File: src/rtl/odometer_seq_pkg.sv
// Shared types and helpers for the odometer stress/measure sequencer.
package odometer_seq_pkg;

    localparam int BF_W = 12;

    localparam logic [1:0] SEL_IDX_INV  = 2'd0;
    localparam logic [1:0] SEL_IDX_NAND = 2'd1;
    localparam logic [1:0] SEL_IDX_NOR  = 2'd2;

    typedef enum logic [3:0] {
        ST_IDLE,
        ST_ODO_RST,
        ST_CONFIG,
        ST_LOAD_ST,
        ST_STRESS,
        ST_MEAS,
        ST_SETTLE,
        ST_CAPTURE,
        ST_NEXT,
        ST_FIN
    } state_t;

    typedef struct packed {
        logic       resetb;
        logic       load;
        logic       start;
        logic       ac_dc;
        logic [2:0] sel;
        logic       meas_trig;
        logic       en_vco;
        logic       clk_kill;
        logic       busy;
    } ctl_t;

    localparam ctl_t CTL_RESET = '{resetb: 1'b0, load: 1'b0, start: 1'b0, ac_dc: 1'b0,
                                   sel: 3'b000, meas_trig: 1'b1, en_vco: 1'b0,
                                   clk_kill: 1'b0, busy: 1'b0};

    localparam ctl_t CTL_IDLE = '{resetb: 1'b1, load: 1'b0, start: 1'b0, ac_dc: 1'b0,
                                  sel: 3'b000, meas_trig: 1'b1, en_vco: 1'b0,
                                  clk_kill: 1'b0, busy: 1'b0};

    localparam ctl_t CTL_ODO_RST = '{resetb: 1'b0, load: 1'b0, start: 1'b0, ac_dc: 1'b0,
                                     sel: 3'b000, meas_trig: 1'b1, en_vco: 1'b1,
                                     clk_kill: 1'b0, busy: 1'b1};

    function automatic logic [2:0] sel_onehot(input logic [1:0] idx);
        case (idx)
            SEL_IDX_INV:  sel_onehot = 3'b001;
            SEL_IDX_NAND: sel_onehot = 3'b010;
            SEL_IDX_NOR:  sel_onehot = 3'b100;
            default:      sel_onehot = 3'b000;
        endcase
    endfunction

    // True when any mask bit at index >= from is set.
    function automatic logic any_at(input logic [2:0] mask, input logic [1:0] from);
        any_at = 1'b0;
        for (int i = 0; i < 3; i++)
            if (mask[i] && i >= int'(from)) any_at = 1'b1;
    endfunction

    function automatic logic [1:0] lowest_at(input logic [2:0] mask, input logic [1:0] from);
        lowest_at = 2'd0;
        for (int i = 2; i >= 0; i--)
            if (mask[i] && i >= int'(from)) lowest_at = 2'(i);
    endfunction

endpackage

File: src/rtl/odometer_seq_timer.sv
// Loadable down-counter shared by every timed phase of the sequencer.
module odometer_seq_timer
    import odometer_seq_pkg::*;
#(
    parameter int W = 16
) (
    input  logic         clk,
    input  logic         rst,
    input  logic         load,
    input  logic [W-1:0] load_val,
    input  logic         en,
    output logic         zero
);

    logic [W-1:0] cnt;

    always_ff @(posedge clk) begin
        if (rst)
            cnt <= '0;
        else if (load)
            cnt <= load_val;
        else if (en && cnt != '0)
            cnt <= cnt - W'(1);
    end

    assign zero = (cnt == '0);

endmodule

File: src/rtl/odometer_seq_ctrl.sv
// Autonomous stress/measure sequencer driving the odometer sensor and its VCO.
// Define ODO_DELTA_EN to add per-structure baselines and the RES_DELTA output.
module odometer_seq_ctrl
    import odometer_seq_pkg::*;
#(
    parameter int STRESS_W   = 16,
    parameter int RST_CYC    = 4,
    parameter int MEAS_CYC   = 8,
    parameter int SETTLE_CYC = 16
) (
    input  logic                   CLK,
    input  logic                   RESET,
    input  logic                   GO,
    input  logic                   ABORT,
    input  logic [2:0]             CFG_MASK,
    input  logic                   CFG_AC_DC,
    input  logic [1:0]             CFG_DIV,
    input  logic [STRESS_W-1:0]    CFG_STRESS_CYC,
    input  logic [7:0]             CFG_REPEAT,
    input  logic [BF_W-1:0]        BF_COUNT,
    output logic                   RESETB,
    output logic                   LOAD,
    output logic                   START,
    output logic                   AC_DC,
    output logic                   SEL_INV,
    output logic                   SEL_NAND,
    output logic                   SEL_NOR,
    output logic                   MEAS_TRIG,
    output logic                   EN_VCO,
    output logic                   CLK_KILL,
    output logic [1:0]             VCO_DIV_SEL,
    output logic                   RES_VALID,
    output logic [BF_W-1:0]        RES_COUNT,
    output logic [1:0]             RES_SEL,
    output logic [7:0]             RES_ROUND,
    output logic                   BUSY,
`ifdef ODO_DELTA_EN
    output logic signed [BF_W:0]   RES_DELTA,
`endif
    output logic                   DONE
);

    localparam int TW = (STRESS_W > 8) ? STRESS_W : 8;

    state_t               state;
    ctl_t                 ctl;
    logic [1:0]           idx;
    logic [7:0]           round;
    logic [2:0]           sh_mask;
    logic                 sh_ac_dc;
    logic [STRESS_W-1:0]  sh_stress;
    logic [7:0]           sh_repeat;

    logic                 tmr_load;
    logic                 tmr_en;
    logic [TW-1:0]        tmr_val;
    logic                 tmr_zero;

    odometer_seq_timer #(.W(TW)) u_timer (
        .clk      (CLK),
        .rst      (RESET),
        .load     (tmr_load),
        .load_val (tmr_val),
        .en       (tmr_en),
        .zero     (tmr_zero)
    );

    // Each timed phase is loaded with N-1 on entry so it lasts exactly N cycles.
    always_comb begin
        tmr_load = 1'b0;
        tmr_en   = 1'b0;
        tmr_val  = '0;
        case (state)
            ST_IDLE: begin
                if (GO && !ABORT && CFG_MASK != 3'b000) begin
                    tmr_load = 1'b1;
                    tmr_val  = TW'(RST_CYC - 1);
                end
            end
            ST_LOAD_ST: begin
                tmr_load = 1'b1;
                tmr_val  = (sh_stress != '0) ? TW'(sh_stress) - TW'(1) : TW'(MEAS_CYC - 1);
            end
            ST_STRESS: begin
                tmr_load = tmr_zero;
                tmr_en   = !tmr_zero;
                tmr_val  = TW'(MEAS_CYC - 1);
            end
            ST_MEAS: begin
                tmr_load = tmr_zero;
                tmr_en   = !tmr_zero;
                tmr_val  = TW'(SETTLE_CYC - 1);
            end
            ST_ODO_RST, ST_SETTLE: tmr_en = !tmr_zero;
            default: ;
        endcase
    end

    function automatic ctl_t enter_config(input ctl_t c, input logic [1:0] i, input logic ac);
        ctl_t r;
        r           = c;
        r.resetb    = 1'b1;
        r.sel       = sel_onehot(i);
        r.ac_dc     = ac;
        r.load      = 1'b0;
        r.start     = 1'b0;
        r.meas_trig = 1'b1;
        r.clk_kill  = 1'b0;
        return r;
    endfunction

`ifdef ODO_DELTA_EN
    logic [BF_W-1:0] base_inv, base_nand, base_nor;
    logic [BF_W-1:0] cur_base;

    always_comb begin
        case (idx)
            SEL_IDX_NAND: cur_base = base_nand;
            SEL_IDX_NOR:  cur_base = base_nor;
            default:      cur_base = base_inv;
        endcase
    end
`endif

    always_ff @(posedge CLK) begin
        if (RESET) begin
            state       <= ST_IDLE;
            ctl         <= CTL_RESET;
            VCO_DIV_SEL <= '0;
            DONE        <= 1'b0;
            RES_VALID   <= 1'b0;
            RES_COUNT   <= '0;
            RES_SEL     <= '0;
            RES_ROUND   <= '0;
            idx         <= SEL_IDX_INV;
            round       <= '0;
`ifdef ODO_DELTA_EN
            RES_DELTA   <= '0;
`endif
        end else begin
            DONE      <= 1'b0;
            RES_VALID <= 1'b0;
            if (ABORT && state != ST_IDLE) begin
                state       <= ST_IDLE;
                ctl         <= CTL_IDLE;
                VCO_DIV_SEL <= '0;
            end else begin
                case (state)
                    ST_IDLE: begin
                        ctl         <= CTL_IDLE;
                        VCO_DIV_SEL <= '0;
                        if (GO && !ABORT) begin
                            sh_mask   <= CFG_MASK;
                            sh_ac_dc  <= CFG_AC_DC;
                            sh_stress <= CFG_STRESS_CYC;
                            sh_repeat <= (CFG_REPEAT == 8'd0) ? 8'd1 : CFG_REPEAT;
                            round     <= '0;
                            idx       <= lowest_at(CFG_MASK, 2'd0);
                            if (CFG_MASK == 3'b000) begin
                                state <= ST_FIN;
                                DONE  <= 1'b1;
                            end else begin
                                state       <= ST_ODO_RST;
                                ctl         <= CTL_ODO_RST;
                                VCO_DIV_SEL <= CFG_DIV;
                            end
                        end
                    end
                    ST_ODO_RST: begin
                        if (tmr_zero) begin
                            state <= ST_CONFIG;
                            ctl   <= enter_config(ctl, idx, sh_ac_dc);
                        end
                    end
                    ST_CONFIG: begin
                        state    <= ST_LOAD_ST;
                        ctl.load <= 1'b1;
                    end
                    ST_LOAD_ST: begin
                        if (sh_stress != '0) begin
                            state         <= ST_STRESS;
                            ctl.start     <= 1'b1;
                            ctl.meas_trig <= 1'b1;
                            ctl.clk_kill  <= 1'b0;
                        end else begin
                            state         <= ST_MEAS;
                            ctl.start     <= 1'b0;
                            ctl.clk_kill  <= 1'b1;
                            ctl.meas_trig <= 1'b0;
                        end
                    end
                    ST_STRESS: begin
                        if (tmr_zero) begin
                            state         <= ST_MEAS;
                            ctl.start     <= 1'b0;
                            ctl.clk_kill  <= 1'b1;
                            ctl.meas_trig <= 1'b0;
                        end
                    end
                    ST_MEAS: begin
                        if (tmr_zero) begin
                            state         <= ST_SETTLE;
                            ctl.meas_trig <= 1'b1;
                            ctl.clk_kill  <= 1'b1;
                        end
                    end
                    ST_SETTLE: begin
                        if (tmr_zero) begin
                            state        <= ST_CAPTURE;
                            ctl.clk_kill <= 1'b0;
                        end
                    end
                    ST_CAPTURE: begin
                        state     <= ST_NEXT;
                        ctl.load  <= 1'b0;
                        RES_COUNT <= BF_COUNT;
                        RES_SEL   <= idx;
                        RES_ROUND <= round;
                        RES_VALID <= 1'b1;
`ifdef ODO_DELTA_EN
                        if (round == 8'd0) begin
                            RES_DELTA <= '0;
                            case (idx)
                                SEL_IDX_NAND: base_nand <= BF_COUNT;
                                SEL_IDX_NOR:  base_nor  <= BF_COUNT;
                                default:      base_inv  <= BF_COUNT;
                            endcase
                        end else begin
                            RES_DELTA <= $signed({1'b0, BF_COUNT}) - $signed({1'b0, cur_base});
                        end
`endif
                    end
                    ST_NEXT: begin
                        if (any_at(sh_mask, idx + 2'd1)) begin
                            state <= ST_CONFIG;
                            idx   <= lowest_at(sh_mask, idx + 2'd1);
                            ctl   <= enter_config(ctl, lowest_at(sh_mask, idx + 2'd1), sh_ac_dc);
                        end else if (round + 8'd1 == sh_repeat) begin
                            state       <= ST_FIN;
                            round       <= round + 8'd1;
                            ctl         <= CTL_IDLE;
                            VCO_DIV_SEL <= '0;
                            DONE        <= 1'b1;
                        end else begin
                            state <= ST_CONFIG;
                            round <= round + 8'd1;
                            idx   <= lowest_at(sh_mask, 2'd0);
                            ctl   <= enter_config(ctl, lowest_at(sh_mask, 2'd0), sh_ac_dc);
                        end
                    end
                    ST_FIN: begin
                        state <= ST_IDLE;
                        ctl   <= CTL_IDLE;
                    end
                    default: begin
                        state <= ST_IDLE;
                        ctl   <= CTL_IDLE;
                    end
                endcase
            end
        end
    end

    assign RESETB    = ctl.resetb;
    assign LOAD      = ctl.load;
    assign START     = ctl.start;
    assign AC_DC     = ctl.ac_dc;
    assign SEL_INV   = ctl.sel[SEL_IDX_INV];
    assign SEL_NAND  = ctl.sel[SEL_IDX_NAND];
    assign SEL_NOR   = ctl.sel[SEL_IDX_NOR];
    assign MEAS_TRIG = ctl.meas_trig;
    assign EN_VCO    = ctl.en_vco;
    assign CLK_KILL  = ctl.clk_kill;
    assign BUSY      = ctl.busy;

endmodule
File: config.mk
export PLATFORM = sky130hd
export DESIGN_NAME = odometer_seq_ctrl
export DESIGN_NICKNAME = d
export VERILOG_FILES = /design/src/rtl/odometer_seq_pkg.sv /design/src/rtl/odometer_seq_timer.sv /design/src/rtl/odometer_seq_ctrl.sv
export SDC_FILE = /design/constraint.sdc
export NUM_CORES = 1
export LEC_CHECK = 0
export CELL_PAD_IN_SITES_DETAIL_PLACEMENT = 1
export CELL_PAD_IN_SITES_GLOBAL_PLACEMENT = 2
export CORE_UTILIZATION = 32
export DETAILED_ROUTE_END_ITERATION = 7
export GPL_TIMING_DRIVEN = 1
export PLACE_DENSITY = 0.92
export SYNTH_ARGS = -nofsm -noshare
export SYNTH_HDL_FRONTEND = slang
export SYNTH_SLANG_ARGS = --single-unit
export TNS_END_PERCENT = 1
File: constraint.sdc
create_clock -name CLK -period 3.9 [get_ports CLK]
set_input_delay 0.78 -clock CLK [delete_from_list [all_inputs] [get_ports CLK]]
set_output_delay 0.78 -clock CLK [all_outputs]
set_load 0.02 [all_outputs]
# --- After elaboration in Yosys (flattened, before gate mapping) ---
# Cells that the tools add are included.
word_totals:
  romBits: 0
  latchBits: 0
  memories: 0
  register_bits: 95
  word_cells: 187
  ramBits: 0
  out_inout_bits: 37
  in_bits: 46
classes:
  n_lt_le_gt_ge: 3
  bitwise_logic: 8
  n_mul: 0
  muxes: 80
  reduce_logical: 43
  n_eq_ne: 26
  n_addsub: 4
  n_div: 0
  shift: 0
op_table:
  columns: ["operator", "n"]
  rows:
  - ["$pmux W16 S4", 1]
  - ["$mux W2", 25]
  - ["$mux W16", 3]
  - ["$mux W11", 4]
  - ["$pmux W4 S9", 1]
  - ["$mux W4", 8]
  - ["$mux W8", 4]
  - ["$reduce_bool A16 Y1", 2]
  - ["$sub A16 B1 Y16 const B", 2]
  - ["$pmux W3 S3", 3]
  - ["$reduce_and A4 Y1", 6]
  - ["$mux W1", 18]
  - ["$eq A4 B3 Y1 const B", 4]
  - ["$logic_not A16 Y1", 1]
  - ["$pmux W4 S4", 1]
  - ["$pmux W8 S2", 1]
  - ["$ne A2 B2 Y1 const B", 7]
  - ["$pmux W1 S7", 2]
  - ["$pmux W1 S4", 3]
  - ["$reduce_or A4 Y1", 3]
  - ["$add A8 B1 Y8 const B", 1]
  - ["$eq A4 B2 Y1 const B", 2]
  - ["$eq A8 B8 Y1", 1]
  - ["$logic_not A8 Y1", 1]
  - ["29 further kinds", 60]

# --- Longest topological paths before layout ---
# Gate-level depths: netlist (run 1).
logic_depth:
  depth_word: 19
  mapped_depth: 10
  ltp_nobuf: 8

# --- By module ---
# A second synthesis (run 1) with hierarchy kept.
unflattened:
  cells_unflattened: 567
  area_unflattened_um2: 4812.1
modules_own_cells:
  columns: ["mod", "seq_area_each_um2", "cells_each", "area_each_um2", "n_inst"]
  rows:
  - ["odometer_seq_ctrl", 1841.8, 453, 3867.5, 1]
  - ["odometer_seq_timer", 320.3, 114, 944.7, 1]

# --- Worst setup path after synthesis (run 1) ---
# OpenSTA, ideal clock, no wires.
synth_timing:
  kind: "input -> register"
  start: "input RESET"
  end: "register sh_ac_dc (enable)"
  stages: 3
  n_path_buf: 2
  setup_slack_ns: 1.117
  setup_ns: 0.413
  arrival_ns: 2.370
  required_ns: 3.487
  path_cell_list: "buf_1 -> clkbuf_1 -> nor2_1"
synth_between:
  elab_chain_cells: 2
synth_lines:
  columns: ["item", "line", "text"]
  rows:
  - ["start: declaration", "odometer_seq_ctrl.sv:12", "input logic RESET,"]
  - ["$not A1 Y1 (no source line)", null, null]
  - ["$reduce_and A4 Y1 (no source line)", null, null]
  - ["end signal: assignment", "odometer_seq_ctrl.sv:154", "sh_ac_dc <= CFG_AC_DC;"]
  - ["end: declaration", "odometer_seq_ctrl.sv:50", "logic sh_ac_dc;"]
# No other way between the ends.
# A chain may end at the register's enable or synchronous reset.

# --- Worst setup path after layout (run 1) ---
layout_timing:
  start: "register state[0]"
  end: "register idx[0]"
layout_between:
  elab_chain_cells: 4
  elab_cells_between_ends: 10
  classes_between: "eq/ne (3); mux (1); bitwise (1); reduce/logical (5)"
layout_lines:
  columns: ["item", "line", "text"]
  rows:
  - ["start: declaration", "odometer_seq_ctrl.sv:45", "state_t state;"]
  - ["start signal: assignment", "odometer_seq_ctrl.sv:127", "state <= ST_IDLE;"]
  - ["start signal: assignment", "odometer_seq_ctrl.sv:144", "state <= ST_IDLE;"]
  - ["start signal: assignment", "odometer_seq_ctrl.sv:160", "state <= ST_FIN;"]
  - ["branches (longest 4 deep; another with $eq A4 B4 Y1)", null, null]
  - ["end signal: assignment", "odometer_seq_ctrl.sv:158", "idx <= lowest_at(CFG_MASK, 2'd0);"]
  - ["end signal: assignment", "odometer_seq_ctrl.sv:236", "idx <= lowest_at(sh_mask, idx + 2'd1);"]
  - ["end signal: assignment", "odometer_seq_ctrl.sv:247", "idx <= lowest_at(sh_mask, 2'd0);"]
  - ["end: declaration", "odometer_seq_ctrl.sv:47", "logic [1:0] idx;"]
# Parallel ways; which one is timed is not known.

==> results of run 1 <==
registers in the layout, indices dropped and copies added (netlist names), 2 cells and up:
name,count
idx,2
u_timer.cnt,16
round,8
VCO_DIV_SEL,2
sh_repeat,8
RES_SEL,2
sh_mask,3
sh_stress,16
RES_COUNT,12
state,4
RES_ROUND,8
worst reg2reg max path, cell delays in order, from the launching register on:
cell and delay (ns):
dfxtp_1 0.52, nor3_1 0.46, and2_1 0.54, nand2_1 0.11, nor4_1 0.82, o21ai_0 0.21
a21oi_1 0.16
per-stage QoR:
stage | power (W) | utilization, % | area [um2] | setup slack [ns] | std cells
2_1_floorplan | 0.002281 | - | 4928 | 1.117 | 584
3_3_place_gp | 0.002585 | 39.68 | 5854 | 0.7566 | 818
3_5_place_dp | 0.002643 | 39.68 | 5854 | 0.7318 | 818
4_1_cts | 0.003517 | 41.59 | 6136 | 1.052 | 834
5_1_grt | 0.003726 | 41.59 | 6136 | 0.7106 | 834
6_report | 0.003500 | 41.59 | 6136 | 1.009 | 834
cell type report:
cell class | instances | area, um2
Inverter | 17 | 63.81
Timing Repair Buffer | 87 | 853.3
Sequential cell | 94 | 2162
Clock inverter | 7 | 56.30
Clock buffer | 9 | 225.2
Tap cell | 184 | 230.2
Fill cell | 1739 | 8618
Multi-Input combinational cell | 436 | 2545
synthesized netlist by cell type, types with 6 or more instances:
| library cell | instances | area share [%] |
|---|---|---|
| nor2_1 | 53 | 4.0 |
| nor3_1 | 29 | 2.9 |
| nor2b_1 | 8 | 1.0 |
| or3_1 | 10 | 1.3 |
| clkbuf_1 | 27 | 2.1 |
| ha_1 | 8 | 2.0 |
| o21ai_0 | 29 | 2.9 |
| edfxtp_1 | 28 | 17 |
| nand2_1 | 82 | 6.2 |
| nand2b_1 | 7 | 0.89 |
| nor4_1 | 8 | 1.0 |
| xor2_1 | 7 | 1.2 |
| dfxtp_1 | 66 | 27 |
| o31ai_1 | 6 | 0.91 |
| xnor2_1 | 11 | 2.0 |
| or4_1 | 6 | 0.91 |
| a211oi_1 | 10 | 1.5 |
| inv_1 | 17 | 1.3 |
| nand3_1 | 18 | 1.8 |
| and2_1 | 6 | 0.76 |
| buf_2 | 6 | 0.61 |
| a21oi_1 | 53 | 5.4 |
metal layers:
| layer | global-route usage, % | routed length (um) | share of wire (%) | up-vias |
|---|---|---|---|---|
| met5 | 0 | 0 | 0 | - |
| met4 | 8.292 | 247 | 1.7 | 0 |
| met3 | 3.611 | 700 | 4.9 | 15 |
| met2 | 30.16 | 6552 | 45 | 123 |
| met1 | 24.99 | 6916 | 48 | 2218 |
| li1 | - | - | - | 2236 |
worst min path at each step:
stage	end	start	slack, ns	cells after the start
finish	RES_COUNT[5]	RES_COUNT[5]	0.45	2
CTS	RES_COUNT[5]	RES_COUNT[5]	0.46	2
detailed placement	RES_COUNT[5]	RES_COUNT[5]	0.45	2
floorplan	AC_DC	sh_ac_dc	0.46	1
global route	RES_COUNT[1]	RES_COUNT[1]	0.48	2
global placement	RES_COUNT[7]	RES_COUNT[7]	0.44	2
logic make-up after synthesis:
| group | count (synthesis) | share of synthesized area (%) |
|---|---|---|
| adder cells (fa/ha/maj) | 8 | 2.031 |
| AO/OA/AOI/OAI | 152 | 19.55 |
| AND/OR/NAND/NOR | 253 | 25.62 |
| flip-flops | 94 | 43.87 |
| buffers and inverters | 54 | 4.646 |
| XOR/XNOR | 18 | 3.199 |
| multiplexers | 5 | 1.092 |
power groups by stage:
| stage | Sequential (W) | Clock (W) | Combinational [W] |
|---|---|---|---|
| 2_1_floorplan | 0.00124 | 0 | 0.00104 |
| 3_3_place_gp | 0.00126 | 0 | 0.00132 |
| 3_5_place_dp | 0.00127 | 0 | 0.00137 |
| 4_1_cts | 0.00125 | 0.000886 | 0.00138 |
| 5_1_grt | 0.00127 | 0.000920 | 0.00153 |
| 6_report | 0.00125 | 0.000859 | 0.00139 |
==> results.yml, run 1 <==
detailed_routing:
  drc: 0
  wirelength_um: 14420
  ant_nets: 0
  via_per_inst: 5.506
  drt_pass1_iterations: 4
  num_vias: 4592
  drt-initial-drc-count: 387
  wl_per_cell_um: 17.29
sta:
  final-hold-violation-count: 0
  slew_headroom_pct: 37.71
  min_period_over_period_pct: 74.13
  final_max_slew_viol_count: 0
  min_period_ns: 2.891
  finalSetupViolCount: 0
  final.setup.tns_ns: 0
  clock_skew_ns: 0.009366
  rsz0062_at_grt: "false"
  fmax_mhz: 345.9
  worst_pin_slew_ns: 0.9258
  hold_slack_ns: 0.4547
yosys:
  syn_inst: 584
  synth_nets: 638
  synthArstFlopShare_pct: 0
  syn_area_um2: 4928
  synth_edf_count: 28
  synth_cell_types: 66
  yosysSeqAreaShare_pct: 43.87
  ys.flop_type: "dfxtp_1"
  yosys_warnings: 0
  synth.avg_cell_area_um2: 8.439
  ys_ff_latch: 94
power:
  leakagePower_nw: 2.060
  seqPwrFrac_pct: 35.8
  p_sw_w: 0.001383
  pwr_density_cell_nw_per_um2: 570.4
  p_comb_share_pct: 39.7
  internal-power_w: 0.002117
  ir_drop_mv: 0.2888
  pwr-share-clk_pct: 24.6
  p_sw_share_pct: 39.51
run:
  cap_violations: 0
clock_network:
  cts_tree: "yes"
  cts_resized: 0
  clock_latency_ns: 0.36
  cts-hold-fix-buffers: 0
  clk_pin_slew_ns: 0.07
  numCtsBuffers: 9
  clock-sinks: 94
  cts_max_path_buffers: 2
  cts.root.buffer_cell: "clkbuf_16"
  post_cts_buffers: 0
  htree_levels: 3
global_route:
  grt_pass1_wl_um: 23830
  grt_use_total_pct: 18.95
  grt_pass1_vias: 4680
  overflow: 0
  antenna_found_initial: 0
  grt_max_degree: 34
worst_setup_path:
  path_cells: "nor3_1, and2_1, nand2_1, nor4_1, o21ai_0, a21oi_1"
  cp_max_fo: 21
  r2r-start: "state[0]"
  critPathLaunchType: "register"
  crit_cells: 6
  path_class: "reg2reg"
  cp-endpoint: "idx[0]"
  worstPathArrival_ns: 3.17
  cp.buffers_inverters: 0
  worst-r2r-cell-count: 6
  cp.required_ns: 4.18
  slowest_delay_ns: 0.82
  r2r-end: "idx[0]"
  crit_slowest_cell: "nor4_1"
  crit_path_start: "state[0]"
  worstSetupEndpointType: "register"
  reg2reg_slack_ns: 1.01
  crit_family: "simple AND/OR/NAND/NOR gates"
hold_path:
  hold_class: "reg2reg"
floorplan:
  core_area_um2: 14750
  die-height_um: 126.1
  initial_core_util_pct: 33.40
  row_count: 44
  die_w_um: 126.1
  ios: 83
  dieArea_um2: 15900
placed_design:
  hpwl_um: 10540
  place.port_buffers: 82
  place.gp.congestion: 0.8133
layout:
  final_common_cell: "nand2_1"
  diodes: 0
  num-nets-final: 699
  area_delta_synth_final_pct: 24.50
  most-common-layout-cells: "nand2_1 (82), clkdlybuf4s50_1 (81), dfxtp_1 (66)"
  drive_gt1_share_pct: 6.000
status:
  run_status: "finished clean"
(Power assumes the default switching activity.)
==> inputs of run 2 (changes only) <==
==> constraint.sdc (replaced) <==
create_clock -name CLK -period 2.95 [get_ports CLK]
set_input_delay 0.59 -clock CLK [delete_from_list [all_inputs] [get_ports CLK]]
set_output_delay 0.59 -clock CLK [all_outputs]
set_load 0.02 [all_outputs]
==> results.yml, run 2 (synthesis results as in run 1) <==
status:
  run_status: "finished clean"
detailed_routing:
  wl_per_cell_um: 17.72
  drc: 0
  drt-initial-drc-count: 294
  wirelength_um: 15100
  ant_nets: 0
  via_per_inst: 5.499
  num_vias: 4685
  drt_pass1_iterations: 4
sta:
  slew_headroom_pct: 42.64
  rsz0062_at_grt: "false"
  final_max_slew_viol_count: 0
  min_period_ns: 2.653
  finalSetupViolCount: 0
  min_period_over_period_pct: 89.94
  final.setup.tns_ns: 0
  worst_pin_slew_ns: 0.8604
  clock_skew_ns: 0.008862
  final-hold-violation-count: 0
  fmax_mhz: 376.9
global_route:
  antenna_found_initial: 1
  grt_pass1_wl_um: 24960
  overflow: 0
  grt_max_degree: 36
  grt_use_total_pct: 19.74
  grt_pass1_vias: 4900
worst_setup_path:
  cp_max_fo: 14
  worst-r2r-cell-count: 7
  cp.required_ns: 3.18
  path_class: "reg2reg"
  critPathLaunchType: "register"
  reg2reg_slack_ns: 0.30
  path_common_cell: "nor2_1"
  r2r-end: "u_timer.cnt[0]"
  worstSetupEndpointType: "register"
  slowest_delay_ns: 0.74
  r2r-start: "state[1]"
  crit_family: "simple AND/OR/NAND/NOR gates"
  path_cells: "or4_1, nor3_2, nor2_1, nand3_1, buf_4, nor2_1, a2111oi_1"
  crit_slowest_cell: "or4_1"
  cp.buffers_inverters: 1
  worstPathArrival_ns: 2.88
layout:
  drive_gt1_share_pct: 8.533
  top_regs: "sh_stress (16), u_timer.cnt (16), RES_COUNT (12)"
  num-nets-final: 717
  stdcell_count: 852
  seqCellArea_um2: 2162
  final_common_cell: "nand2_1"
  multi_input_area_um2: 2545
  most-common-layout-cells: "nand2_1 (82), clkdlybuf4s50_1 (81), dfxtp_1 (66)"
  area_delta_synth_final_pct: 27.93
  fillers: 1751
  diodes: 0
power:
  ir_drop_mv: 0.3332
  pwr_density_cell_nw_per_um2: 772.1
  leakagePower_nw: 2.174
placed_design:
  dp_cells: 836
  hpwl_um: 11360
  place.gp.congestion: 0.8597
  place.port_buffers: 82
floorplan:
  die_w_um: 126.1
  core_area_um2: 14750
  row_count: 44
  initial_core_util_pct: 33.40
  die-height_um: 126.1
  dieArea_um2: 15900
  ios: 83
hold_path:
  hold_class: "reg2reg"
  hold_end: "RES_ROUND[5]"
  min_from: "RES_ROUND[5]"
  hold_depth: 2
run:
  cap_violations: 0
clock_network:
  clk_pin_slew_ns: 0.07
  cts_tree: "yes"
  post_cts_buffers: 0
  cts_resized: 0
  cts-hold-fix-buffers: 0
  cts_max_path_buffers: 2
  clock-sinks: 94
  cts.root.buffer_cell: "clkbuf_16"
  htree_levels: 3
  numCtsBuffers: 9
  clock_latency_ns: 0.35
==> run 2: cell types whose count changed in the layout (fill, tap and decap cells not counted), sizes merged <==
| cell | delta |
|---|---|
| clkinvlp | -2 |
| inv | -2 |
| buf | +18 |
| clkbuf | +4 |
==> run 2: routing by layer <==
metal,global-route usage [%],vias up,share of wire [%],routed length (um)
met5,0,-,0.066,10
met4,7.654,2,1.6,242
met3,3.441,20,4.9,735
met2,33.38,119,49,7382
met1,25.02,2285,45,6728
li1,-,2259,-,-
==> run 2: worst register-to-register path: stages (launching register included) <==
cell,delay [ns]
dfxtp_1,0.45
or4_1,0.74
nor3_2,0.42
nor2_1,0.16
nand3_1,0.14
buf_4,0.18
nor2_1,0.05
a2111oi_1,0.38
==> run 2: final cells by class <==
type | instances | area share, %
sequential | 94 | 34.29
timing repair buffer | 105 | 15.68
clock inverter | 3 | 0.3572
multi-input combinational | 436 | 40.37
tap | 184 | 3.652
inverter | 17 | 1.012
clock buffer | 13 | 4.644
==> run 2: worst max-delay path by stage <==
stage / slack, ns / endpoint / cells after the start / from
after floorplan: 0.20 / sh_ac_dc / 4 / state[0]
after global placement: 0.32 / u_timer.cnt[13] / 9 / CFG_MASK[0]
after detailed placement: 0.19 / u_timer.cnt[8] / 9 / CFG_MASK[0]
after CTS: 0.33 / u_timer.cnt[0] / 7 / state[1]
after global routing: 0.15 / u_timer.cnt[0] / 7 / state[1]
final: 0.30 / u_timer.cnt[0] / 7 / state[1]
==> run 2: stage by stage <==
stage          power [W]  area (um2)  hold slack (ns)  utilization, %  worst slack [ns]
2_1_floorplan   0.003015        4928           0.4576               -            0.1999
3_3_place_gp    0.003532        5989           0.4415           40.60            0.3180
3_5_place_dp    0.003635        5989           0.4495           40.60            0.1890
4_1_cts         0.004880        6305           0.4557           42.73            0.3335
5_1_grt         0.005157        6305           0.4765           42.73            0.1469
6_report        0.004868        6305           0.4528           42.73            0.2968
==> run 2: power breakdown <==
group / leakage [nW] / internal (W) / total, W / switching [W]
Combinational: 1.23 / 0.000823 / 0.00201 / 0.00118
Sequential: 0.791 / 0.00148 / 0.00163 / 0.000154
Clock: 0.156 / 0.000702 / 0.00123 / 0.000526
Total: 2.17 / 0.00300 / 0.00487 / 0.00186
==> inputs of run 3 (changes only) <==
--- a/config.mk
+++ b/config.mk
@@ -7,10 +7,10 @@
 export LEC_CHECK = 0
 export CELL_PAD_IN_SITES_DETAIL_PLACEMENT = 1
 export CELL_PAD_IN_SITES_GLOBAL_PLACEMENT = 2
-export CORE_UTILIZATION = 32
+export CORE_UTILIZATION = 34
 export DETAILED_ROUTE_END_ITERATION = 7
 export GPL_TIMING_DRIVEN = 1
-export PLACE_DENSITY = 0.92
+export PLACE_DENSITY = 0.95
 export SYNTH_ARGS = -nofsm -noshare
 export SYNTH_HDL_FRONTEND = slang
 export SYNTH_SLANG_ARGS = --single-unit
==> constraint.sdc (replaced) <==
create_clock -name CLK -period 3.2 [get_ports CLK]
set_input_delay 0.64 -clock CLK [delete_from_list [all_inputs] [get_ports CLK]]
set_output_delay 0.64 -clock CLK [all_outputs]
set_load 0.02 [all_outputs]
==> results.yml, run 3 (synthesis results as in run 1) <==
floorplan:
  row_count: 43
  ios: 83
  die_w_um: 122.4
  initial_core_util_pct: 35.23
  die-height_um: 122.4
  dieArea_um2: 14980
  core_area_um2: 13990
sta:
  final_max_slew_viol_count: 0
  rsz0062_at_grt: "false"
  clock_skew_ns: 0.007345
  hold_slack_ns: 0.4613
  finalSetupViolCount: 0
  final-hold-violation-count: 0
  min_period_ns: 2.779
  slew_headroom_pct: 44.00
  worst_pin_slew_ns: 0.8400
  fmax_mhz: 359.8
  final.setup.tns_ns: 0
  min_period_over_period_pct: 86.86
worst_setup_path:
  slowest_delay_ns: 0.74
  path_class: "reg2reg"
  worstPathArrival_ns: 3.04
  r2r-end: "u_timer.cnt[14]"
  path_cells: "or4_1, nor3_2, nor2_1, nand3_1, o21ai_0, a211oi_1"
  crit_slowest_cell: "or4_1"
  critPathLaunchType: "register"
  r2r-start: "state[1]"
  cp-endpoint: "u_timer.cnt[14]"
  reg2reg_slack_ns: 0.42
  cp.required_ns: 3.46
  crit_path_start: "state[1]"
  worstSetupEndpointType: "register"
  cp.buffers_inverters: 0
  crit_cells: 6
  worst-r2r-cell-count: 6
  cp_max_fo: 14
  crit_family: "simple AND/OR/NAND/NOR gates"
detailed_routing:
  drt_pass1_iterations: 4
  drc: 0
  wl_per_cell_um: 17.54
  drt-initial-drc-count: 310
  wirelength_um: 14720
  ant_nets: 0
  num_vias: 4616
  via_per_inst: 5.502
global_route:
  grt_pass1_wl_um: 23910
  grt_pass1_vias: 4796
  grt_use_total_pct: 20.60
  grt_max_degree: 33
  overflow: 0
  antenna_found_initial: 0
power:
  ir_drop_mv: 0.2786
  p_comb_share_pct: 40.5
  leakagePower_nw: 2.122
  p_sw_share_pct: 38.28
  internal-power_w: 0.002674
  seqPwrFrac_pct: 34.8
  pwr_density_cell_nw_per_um2: 697.3
  pwr-share-clk_pct: 24.7
  p_sw_w: 0.001658
clock_network:
  cts.root.buffer_cell: "clkbuf_16"
  numCtsBuffers: 9
  cts_resized: 0
  cts_max_path_buffers: 2
  clock-sinks: 94
  cts_tree: "yes"
  htree_levels: 3
  clk_pin_slew_ns: 0.07
  clock_latency_ns: 0.35
  cts-hold-fix-buffers: 0
  post_cts_buffers: 0
placed_design:
  hpwl_um: 11040
  place.gp.congestion: 0.7999
  place.port_buffers: 82
layout:
  drive_gt1_share_pct: 7.284
  final_common_cell: "nand2_1"
  diodes: 0
  top_regs: "sh_stress (16), u_timer.cnt (16), RES_COUNT (12)"
  most-common-layout-cells: "nand2_1 (82), clkdlybuf4s50_1 (81), dfxtp_1 (66)"
  area_delta_synth_final_pct: 26.05
  num-nets-final: 708
hold_path:
  hold_class: "reg2reg"
  hold_depth: 2
  min_from: "RES_ROUND[6]"
run:
  cap_violations: 0
status:
  run_status: "finished clean"
==> run 3: stage by stage <==
| step | std cells | total power [W] | instance area [um2] | util (%) | setup WS [ns] |
|---|---|---|---|---|---|
| after floorplan | 584 | 0.002780 | 4928 | - | 0.4499 |
| after detailed placement | 823 | 0.003267 | 5917 | 42.30 | 0.2275 |
| after CTS | 839 | 0.004352 | 6212 | 44.41 | 0.4327 |
| final | 839 | 0.004332 | 6212 | 44.41 | 0.4206 |
| after global placement | 823 | 0.003175 | 5917 | 42.30 | 0.3532 |
| after global routing | 839 | 0.004606 | 6212 | 44.41 | 0.2009 |
==> run 3: worst min path at each step <==
stage                     slack (ns)            end
after floorplan                 0.46          AC_DC
after global placement          0.44   RES_COUNT[7]
after detailed placement        0.45  RES_COUNT[10]
after CTS                       0.46   RES_COUNT[9]
after global routing            0.48   RES_ROUND[6]
final                           0.46   RES_ROUND[6]
==> run 3: area by class of cell <==
| cell class | instances | area, um2 |
|---|---|---|
| fillers | 1663 | 7776 |
| multi-input cells | 436 | 2545 |
| flip-flops and latches | 94 | 2162 |
| repair buffers | 96 | 920.9 |
| clock buffers | 12 | 267.8 |
| well taps | 180 | 225.2 |
| inverters | 17 | 63.81 |
| clock inverters | 4 | 27.53 |
==> run 3: power groups by stage <==
stage          clock network, W  logic, W  registers (W)
2_1_floorplan                 0   0.00127        0.00151
3_3_place_gp                  0   0.00166        0.00152
3_5_place_dp                  0   0.00174        0.00153
4_1_cts                 0.00109   0.00175        0.00150
5_1_grt                 0.00113   0.00195        0.00153
6_report                0.00107   0.00175        0.00151
==> run 3: worst register-to-register path: stages (launching register included) <==
cell and delay (ns):
dfxtp_1 0.46, or4_1 0.74, nor3_2 0.41, nor2_1 0.15, nand3_1 0.44, o21ai_0 0.19
a211oi_1 0.29
==> run 3: metal layers <==
metal  global-route usage, %  routed length (um)  up-vias
met3                   4.600                 868       27
li1                        -                   -     2245
met4                   8.537                 320        0
met1                   25.62                6495     2222
met2                   34.27                7034      122
met5                       0                   0        -
